File: src/rtl/sync_fifo_param_pkg.sv
// -----------------------------------------------------------------------------
// fifo_pkg
// Shared definitions for the single-clock FIFO family.
//   FIFO_STD / FIFO_FWFT : read-mode selectors for the FWFT parameter.
//   fifo_addr_w(depth)   : pointer width, $clog2(depth).
//   fifo_cnt_w(depth)    : occupancy-count width, one bit wider than a pointer
//                          so that a full FIFO (count == depth) is representable.
// -----------------------------------------------------------------------------
package fifo_pkg;

    localparam int FIFO_STD  = 0;
    localparam int FIFO_FWFT = 1;

    function automatic int fifo_addr_w(input int depth);
        return $clog2(depth);
    endfunction

    function automatic int fifo_cnt_w(input int depth);
        return $clog2(depth) + 1;
    endfunction

endpackage

File: src/rtl/sync_fifo_param_if.sv
// -----------------------------------------------------------------------------
// sync_fifo_param_if
// Producer/consumer bundle of a sync_fifo_param instance.
//   wr_en, data_in           : write request and data (from the user side)
//   rd_en                    : read/pop request (from the user side)
//   data_out                 : read data (from the FIFO)
//   full, empty              : occupancy status
//   almost_full, almost_empty: threshold status
//   count                    : occupancy, 0..DEPTH
//   overflow, underflow      : one-cycle pulses for rejected write/read
// Modports:
//   master : the user side (drives requests, observes status)
//   slave  : the FIFO itself
// -----------------------------------------------------------------------------
interface sync_fifo_param_if
    import fifo_pkg::*;
#(
    parameter int DATA_W = 8,
    parameter int DEPTH  = 8
);
    localparam int CNT_W = fifo_cnt_w(DEPTH);

    logic              wr_en;
    logic [DATA_W-1:0] data_in;
    logic              rd_en;
    logic [DATA_W-1:0] data_out;
    logic              full;
    logic              empty;
    logic              almost_full;
    logic              almost_empty;
    logic [CNT_W-1:0]  count;
    logic              overflow;
    logic              underflow;

    modport master (
        output wr_en,
        output data_in,
        output rd_en,
        input  data_out,
        input  full,
        input  empty,
        input  almost_full,
        input  almost_empty,
        input  count,
        input  overflow,
        input  underflow
    );

    modport slave (
        input  wr_en,
        input  data_in,
        input  rd_en,
        output data_out,
        output full,
        output empty,
        output almost_full,
        output almost_empty,
        output count,
        output overflow,
        output underflow
    );

endinterface

File: src/rtl/sync_fifo_param_mem.sv
// -----------------------------------------------------------------------------
// fifo_mem
// Simple dual-port storage, DEPTH x DATA_W, no reset.
//   clk     : write clock
//   i_we    : write enable
//   i_waddr : write address
//   i_wdata : write data
//   i_raddr : read address
//   o_rdata : read data, combinational from i_raddr (asynchronous read so the
//             FIFO can present the head word without an extra cycle)
// -----------------------------------------------------------------------------
module fifo_mem #(
    parameter int DATA_W = 8,
    parameter int DEPTH  = 8,
    parameter int ADDR_W = 3
) (
    input  logic              clk,
    input  logic              i_we,
    input  logic [ADDR_W-1:0] i_waddr,
    input  logic [DATA_W-1:0] i_wdata,
    input  logic [ADDR_W-1:0] i_raddr,
    output logic [DATA_W-1:0] o_rdata
);

    logic [DATA_W-1:0] r_mem [DEPTH];

    always_ff @(posedge clk) begin
        if (i_we) begin
            r_mem[i_waddr] <= i_wdata;
        end
    end

    assign o_rdata = r_mem[i_raddr];

endmodule

File: src/rtl/sync_fifo_param.sv
// -----------------------------------------------------------------------------
// sync_fifo_param
// Parametrised single-clock FIFO with occupancy count, programmable
// almost-full/almost-empty thresholds, overflow/underflow pulses and a
// selectable registered or first-word-fall-through read.
//   Parameters: DATA_W, DEPTH (power of two, >= 2), AF_LEVEL, AE_LEVEL, FWFT.
//   clk     : clock, all state updates on the rising edge
//   rst     : synchronous active-high reset
//   fifo_if : slave side of sync_fifo_param_if (requests in, data/status out)
// -----------------------------------------------------------------------------
module sync_fifo_param
    import fifo_pkg::*;
#(
    parameter int DATA_W   = 8,
    parameter int DEPTH    = 8,
    parameter int AF_LEVEL = DEPTH - 2,
    parameter int AE_LEVEL = 1,
    parameter int FWFT     = FIFO_STD
) (
    input  logic               clk,
    input  logic               rst,
    sync_fifo_param_if.slave   fifo_if
);

    localparam int ADDR_W = fifo_addr_w(DEPTH);
    localparam int CNT_W  = fifo_cnt_w(DEPTH);

    // Unsupported configurations stop elaboration.
    if ((DEPTH < 2) || ((DEPTH & (DEPTH - 1)) != 0)) begin : g_bad_depth
        $error("sync_fifo_param: DEPTH must be a power of two and at least 2");
    end
    if (AF_LEVEL > DEPTH) begin : g_bad_af
        $error("sync_fifo_param: AF_LEVEL must not exceed DEPTH");
    end
    if ((FWFT != FIFO_STD) && (FWFT != FIFO_FWFT)) begin : g_bad_mode
        $error("sync_fifo_param: FWFT must be FIFO_STD or FIFO_FWFT");
    end

    logic [ADDR_W-1:0] r_wr_ptr;
    logic [ADDR_W-1:0] r_rd_ptr;
    logic [CNT_W-1:0]  r_count;
    logic [CNT_W-1:0]  w_count_next;
    logic              r_overflow;
    logic              r_underflow;
    logic              w_full;
    logic              w_empty;
    logic              w_wr_ok;
    logic              w_rd_ok;
    logic [DATA_W-1:0] w_rd_data;

    // Status is decoded from the registered count only; the pointers are
    // never compared, so full/empty cannot alias when they are equal.
    assign w_full  = (r_count == CNT_W'(DEPTH));
    assign w_empty = (r_count == '0);

    // A read on a full FIFO frees the slot the write needs. Requests are
    // ignored entirely while rst is high so storage is not touched.
    assign w_wr_ok = !rst && fifo_if.wr_en && (!w_full || fifo_if.rd_en);
    assign w_rd_ok = !rst && fifo_if.rd_en && !w_empty;

    always_comb begin
        w_count_next = r_count;
        unique case ({w_wr_ok, w_rd_ok})
            2'b10:   w_count_next = r_count + CNT_W'(1);
            2'b01:   w_count_next = r_count - CNT_W'(1);
            default: w_count_next = r_count;
        endcase
    end

    // Pointers are ADDR_W bits, so they wrap modulo DEPTH on overflow.
    always_ff @(posedge clk) begin
        if (rst) begin
            r_wr_ptr    <= '0;
            r_rd_ptr    <= '0;
            r_count     <= '0;
            r_overflow  <= 1'b0;
            r_underflow <= 1'b0;
        end else begin
            if (w_wr_ok) begin
                r_wr_ptr <= r_wr_ptr + ADDR_W'(1);
            end
            if (w_rd_ok) begin
                r_rd_ptr <= r_rd_ptr + ADDR_W'(1);
            end
            r_count     <= w_count_next;
            r_overflow  <= fifo_if.wr_en && !w_wr_ok;
            r_underflow <= fifo_if.rd_en && w_empty;
        end
    end

    fifo_mem #(
        .DATA_W (DATA_W),
        .DEPTH  (DEPTH),
        .ADDR_W (ADDR_W)
    ) u_mem (
        .clk     (clk),
        .i_we    (w_wr_ok),
        .i_waddr (r_wr_ptr),
        .i_wdata (fifo_if.data_in),
        .i_raddr (r_rd_ptr),
        .o_rdata (w_rd_data)
    );

    if (FWFT == FIFO_FWFT) begin : g_fwft
        // Head word is shown directly; forced to zero while nothing is queued
        // so stale storage never leaks onto the bus.
        assign fifo_if.data_out = w_empty ? '0 : w_rd_data;
    end else begin : g_std
        logic [DATA_W-1:0] r_data_out;

        // The memory read is asynchronous, so the head word sampled here is
        // the pre-edge contents even when a write lands on the same slot.
        always_ff @(posedge clk) begin
            if (rst) begin
                r_data_out <= '0;
            end else if (w_rd_ok) begin
                r_data_out <= w_rd_data;
            end
        end

        assign fifo_if.data_out = r_data_out;
    end

    assign fifo_if.full         = w_full;
    assign fifo_if.empty        = w_empty;
    assign fifo_if.almost_full  = (r_count >= CNT_W'(AF_LEVEL));
    assign fifo_if.almost_empty = (r_count <= CNT_W'(AE_LEVEL));
    assign fifo_if.count        = r_count;
    assign fifo_if.overflow     = r_overflow;
    assign fifo_if.underflow    = r_underflow;

endmodule

File: src/flat_wrapper.sv
// flat-port wrapper written by rule: the top's interface ports become plain ports
module sync_fifo_param_flat import fifo_pkg::*;
#(
    parameter int DATA_W   = 8,
    parameter int DEPTH    = 8,
    parameter int AF_LEVEL = DEPTH - 2,
    parameter int AE_LEVEL = 1,
    parameter int FWFT     = FIFO_STD
)
  (clk, rst, fifo_if_wr_en, fifo_if_data_in, fifo_if_rd_en, fifo_if_data_out, fifo_if_full, fifo_if_empty, fifo_if_almost_full, fifo_if_almost_empty, fifo_if_count, fifo_if_overflow, fifo_if_underflow);
  sync_fifo_param_if #(.DATA_W(DATA_W), .DEPTH(DEPTH)) fifo_if_i ();
  input  logic clk;
  input  logic rst;
  input wire logic [$bits(fifo_if_i.wr_en)-1:0] fifo_if_wr_en;
  input wire logic [$bits(fifo_if_i.data_in)-1:0] fifo_if_data_in;
  input wire logic [$bits(fifo_if_i.rd_en)-1:0] fifo_if_rd_en;
  output wire logic [$bits(fifo_if_i.data_out)-1:0] fifo_if_data_out;
  output wire logic [$bits(fifo_if_i.full)-1:0] fifo_if_full;
  output wire logic [$bits(fifo_if_i.empty)-1:0] fifo_if_empty;
  output wire logic [$bits(fifo_if_i.almost_full)-1:0] fifo_if_almost_full;
  output wire logic [$bits(fifo_if_i.almost_empty)-1:0] fifo_if_almost_empty;
  output wire logic [$bits(fifo_if_i.count)-1:0] fifo_if_count;
  output wire logic [$bits(fifo_if_i.overflow)-1:0] fifo_if_overflow;
  output wire logic [$bits(fifo_if_i.underflow)-1:0] fifo_if_underflow;
  assign fifo_if_i.wr_en = fifo_if_wr_en;
  assign fifo_if_i.data_in = fifo_if_data_in;
  assign fifo_if_i.rd_en = fifo_if_rd_en;
  assign fifo_if_data_out = fifo_if_i.data_out;
  assign fifo_if_full = fifo_if_i.full;
  assign fifo_if_empty = fifo_if_i.empty;
  assign fifo_if_almost_full = fifo_if_i.almost_full;
  assign fifo_if_almost_empty = fifo_if_i.almost_empty;
  assign fifo_if_count = fifo_if_i.count;
  assign fifo_if_overflow = fifo_if_i.overflow;
  assign fifo_if_underflow = fifo_if_i.underflow;
  sync_fifo_param #(.DATA_W(DATA_W), .DEPTH(DEPTH), .AF_LEVEL(AF_LEVEL), .AE_LEVEL(AE_LEVEL), .FWFT(FWFT)) u_core (.clk(clk), .rst(rst), .fifo_if(fifo_if_i));
endmodule
File: config.mk
export PLATFORM = sky130hd
export DESIGN_NAME = sync_fifo_param_flat
export DESIGN_NICKNAME = d
export VERILOG_FILES = /design/src/rtl/sync_fifo_param_pkg.sv /design/src/rtl/sync_fifo_param_if.sv /design/src/rtl/sync_fifo_param_mem.sv /design/src/rtl/sync_fifo_param.sv /design/src/flat_wrapper.sv
export SDC_FILE = /design/constraint.sdc
export NUM_CORES = 1
export LEC_CHECK = 0
export CAP_MARGIN = 5
export CORE_MARGIN = 5
export CORE_UTILIZATION = 51
export DETAILED_ROUTE_END_ITERATION = 8
export PLACE_DENSITY = 0.75
export SETUP_SLACK_MARGIN = 0.2
export SYNTH_ARGS = -nofsm -noshare
export SYNTH_HDL_FRONTEND = slang
export SYNTH_SLANG_ARGS = --single-unit
File: constraint.sdc
create_clock -name clk -period 2.2 [get_ports clk]
set_input_delay 0.44 -clock clk [delete_from_list [all_inputs] [get_ports clk]]
set_output_delay 0.44 -clock clk [all_outputs]
set_load 0.05 [all_outputs]
==> impl_metrics.yaml <==
status:
  outcome: "finished, final reports clean"
critical_path:
  crit_type: "flop to flop"
  crit_family: "simple AND/OR/NAND/NOR gates"
  cp-end-kind: "flop"
  path_buf_inv: 3
  crit_path_frequent_cell: "ha_4"
  required_ns: 2.49
  path_cells: "inv_4, ha_4, or3b_4, inv_8, nor2_4, ha_4, buf_6, mux2i_2, or3_1, a21oi_1"
  reg2reg_slack_ns: 0.18
  r2r_start: "u_core.fifo_if.count[1]"
  critPathLaunchType: "flop"
  ff2ff_path_depth: 10
  critPathMaxFanout: 4
  slowest_delay_ns: 0.42
  r2r-end: "u_core.fifo_if.count[2]"
  critPathArrivalTime_ns: 2.31
  slowest_stage: "or3b_4"
placed_design:
  dpl.hpwl_mm: 4.186
  gp_congestion: 0.7690
  portBuffers: 29
  dp_cells: 342
yosys:
  ys_seq_elements: 84
  ys.flop_type: "edfxtp_1"
  async_reset_ff_share_pct: 0
  synth_area_per_cell_um2: 15.15
  netlist_area_um2: 3378
  synth_edf_count: 64
  yosys_warnings: 0
  yosysSeqAreaShare_pct: 68.74
  ys_types: 36
  syn_nets: 242
  postSynthCellCount: 223
clock_network:
  clkSinkCount: 84
  numCtsBuffers: 9
  clk_latency_ns: 0.35
  cts_htree_levels: 3
  cts_tree: "yes"
  clkTransAtPathRegs_ns: 0.09
  cts.path.max_buffers: 2
  root_buffer: "clkbuf_8"
  ctsHoldBuffers: 0
detailed_routing:
  routedWlPerCell_um: 18.65
  drt-pass1-iter-count: 4
  via_count: 2073
  drc: 0
  final_antenna_net_count: 0
  routed_via_density: 5.603
  drt_iter0_drc: 143
  postRouteWirelength_mm: 6.900
hold_path:
  hold_class: "flop to flop"
  min_from: "u_core.fifo_if.data_out[1]"
  whs_path_depth: 1
  hold_end: "u_core.fifo_if.data_out[1]"
floorplanning:
  std_cell_rows: 29
  dieArea_um2: 8351
  die_width_um: 91.39
  initial_core_util_pct: 52.90
  fp.dieH_um: 91.39
  coreArea_um2: 6386
  ios: 30
finish:
  num-fill-cells: 458
  num-nets-final: 307
  layout.cells.non_filler: 370
  seq_area_um2: 2333
  drive_gt1_share_pct: 24.91
  syn_to_final_growth_pct: 27.00
  multi_input_area_um2: 1023
  n_antenna_cell: 0
sta:
  setup-tns-final_ns: 0
  finalCritPeriodShare_pct: 91.99
  rsz0062_at_grt: "true"
  setup_viol: 0
  drv_slew: 0
  fmax_ghz: 0.4941
  slew-limit-headroom_pct: 65.97
  skew_ns: 0.009756
  tightestPinTransition_ns: 0.5096
  hold_viol: 0
  post-route-min-period_ns: 2.024
pwr:
  peakVddDrop_v: 0.0006915
  powerDensity_nw_per_um2: 863.7
  power_leakage_nw: 1.547
global_routing:
  grt_overflow: 0
  grt_usage_pct: 17.23
  grt_max_degree: 26
  grt_pass1_wl_mm: 10.70
  grt_pass1_vias: 2108
  antenna_found_initial: 0
job:
  cap_violations: 0
==> registers in the layout, indices dropped and copies added (netlist names) <==
name,cells
u_core.r_wr_ptr,3
u_core.fifo_if.overflow,1
u_core.fifo_if.count,4
u_core.fifo_if.data_out,8
u_core.u_mem.r_mem,64
u_core.r_rd_ptr,3
u_core.fifo_if.underflow,1
==> logic make-up (layout without fill, tap and decap cells) <==
logic type | after synthesis | in the layout | synth area share, %
flip-flops | 84 | 84 | 68.74
AND/OR/NAND/NOR | 43 | 43 | 7.000
AO/OA/AOI/OAI | 34 | 34 | 7.815
multiplexers | 33 | 33 | 9.778
buffers and inverters | 15 | 85 | 2.259
adder cells (fa/ha/maj) | 7 | 7 | 2.592
XOR/XNOR | 7 | 7 | 1.815
==> stage by stage <==
stage | cell area (um2) | hold slack, ns | util [%] | setup WS [ns] | power (mW)
after global routing | 4290 | 0.4902 | 67.18 | 0.09676 | 3.857
after global placement | 3958 | 0.4560 | 61.97 | -0.02376 | 2.430
final | 4290 | 0.4780 | 67.18 | 0.1761 | 3.705
after CTS | 4253 | 0.4832 | 66.59 | 0.1870 | 3.707
after detailed placement | 3958 | 0.4622 | 61.97 | -0.06154 | 2.435
after floorplan | 3437 | 0.4934 | - | -0.08042 | 2.231
==> cells in the mapped netlist, drive strengths merged, types with 3 or more instances <==
cell    count  area (um2)
o21ai       5       28.78
buf         7       46.29
ha          7       87.58
edfxtp     64        1922
xor2        4       35.03
nand3b      3       22.52
nand2       4       15.01
mux2i      33       330.3
xnor2       3       26.28
nor2b       3       18.77
dfxtp      20       400.4
nor3        5       25.02
a21oi       3       22.52
nor2       14       55.06
a22oi      16       120.1
a32o        7       70.07
inv         5       18.76
clkbuf      3       11.26
nand2b      5       31.28
==> power by group <==
group	leakage (nW)	total [mW]	switching [mW]	internal, mW
Sequential	0.744	1.80	0.0460	1.76
Clock	0.116	1.23	0.575	0.659
Combinational	0.687	0.671	0.370	0.300
Total	1.55	3.71	0.991	2.71
==> cell usage in the layout (no fill, tap or decap), drive strengths merged, types with 8 or more instances in the layout <==
cell	n
a22oi	16
buf	39
clkbuf	9
clkdlybuf4s50	18
dfxtp	20
edfxtp	64
inv	8
mux2i	33
nor2	14
==> area by class of cell <==
cell class                 count  area share (%)
clock buffer                   9           2.887
clock inverter                 7           2.479
inverter                       5          0.7291
multi-input combinational    124           23.86
sequential                    84           54.39
tap                           77           2.246
timing repair buffer          64           13.42
==> worst register-to-register path, stage by stage (launching register included) <==
cell,delay [ns]
dfxtp_4,0.37
inv_4,0.06
ha_4,0.14
or3b_4,0.42
inv_8,0.09
nor2_4,0.04
ha_4,0.15
buf_6,0.11
mux2i_2,0.14
or3_1,0.31
a21oi_1,0.12
==> worst max path at each step <==
stage / depth (start not counted) / startpoint / slack (ns) / endpoint
after floorplan: 11 / u_core.fifo_if.count[0] / -0.08 / u_core.fifo_if.count[3]
after global placement: 8 / fifo_if_rd_en / -0.02 / u_core.fifo_if.count[3]
after detailed placement: 8 / fifo_if_rd_en / -0.06 / u_core.fifo_if.count[3]
after CTS: 11 / u_core.fifo_if.count[1] / 0.19 / u_core.fifo_if.count[3]
after global routing: 10 / u_core.fifo_if.count[1] / 0.1 / u_core.fifo_if.count[3]
final: 10 / u_core.fifo_if.count[1] / 0.18 / u_core.fifo_if.count[2]
==> metal layers <==
metal	vias to the layer above	routed length [um]	GRT usage (%)
met3	18	456	3.636
met1	1007	2738	20.98
met4	0	229	10.76
met5	-	0	0
li1	987	-	-
met2	61	3476	27.80
==> timing repair <==
item	4_1_cts	5_1_grt
pin swaps	2	1
buffers inserted	9	3
gates resized for setup	6	9
setup endpoints to repair	8	9
Power figures use the tool's default switching activity.
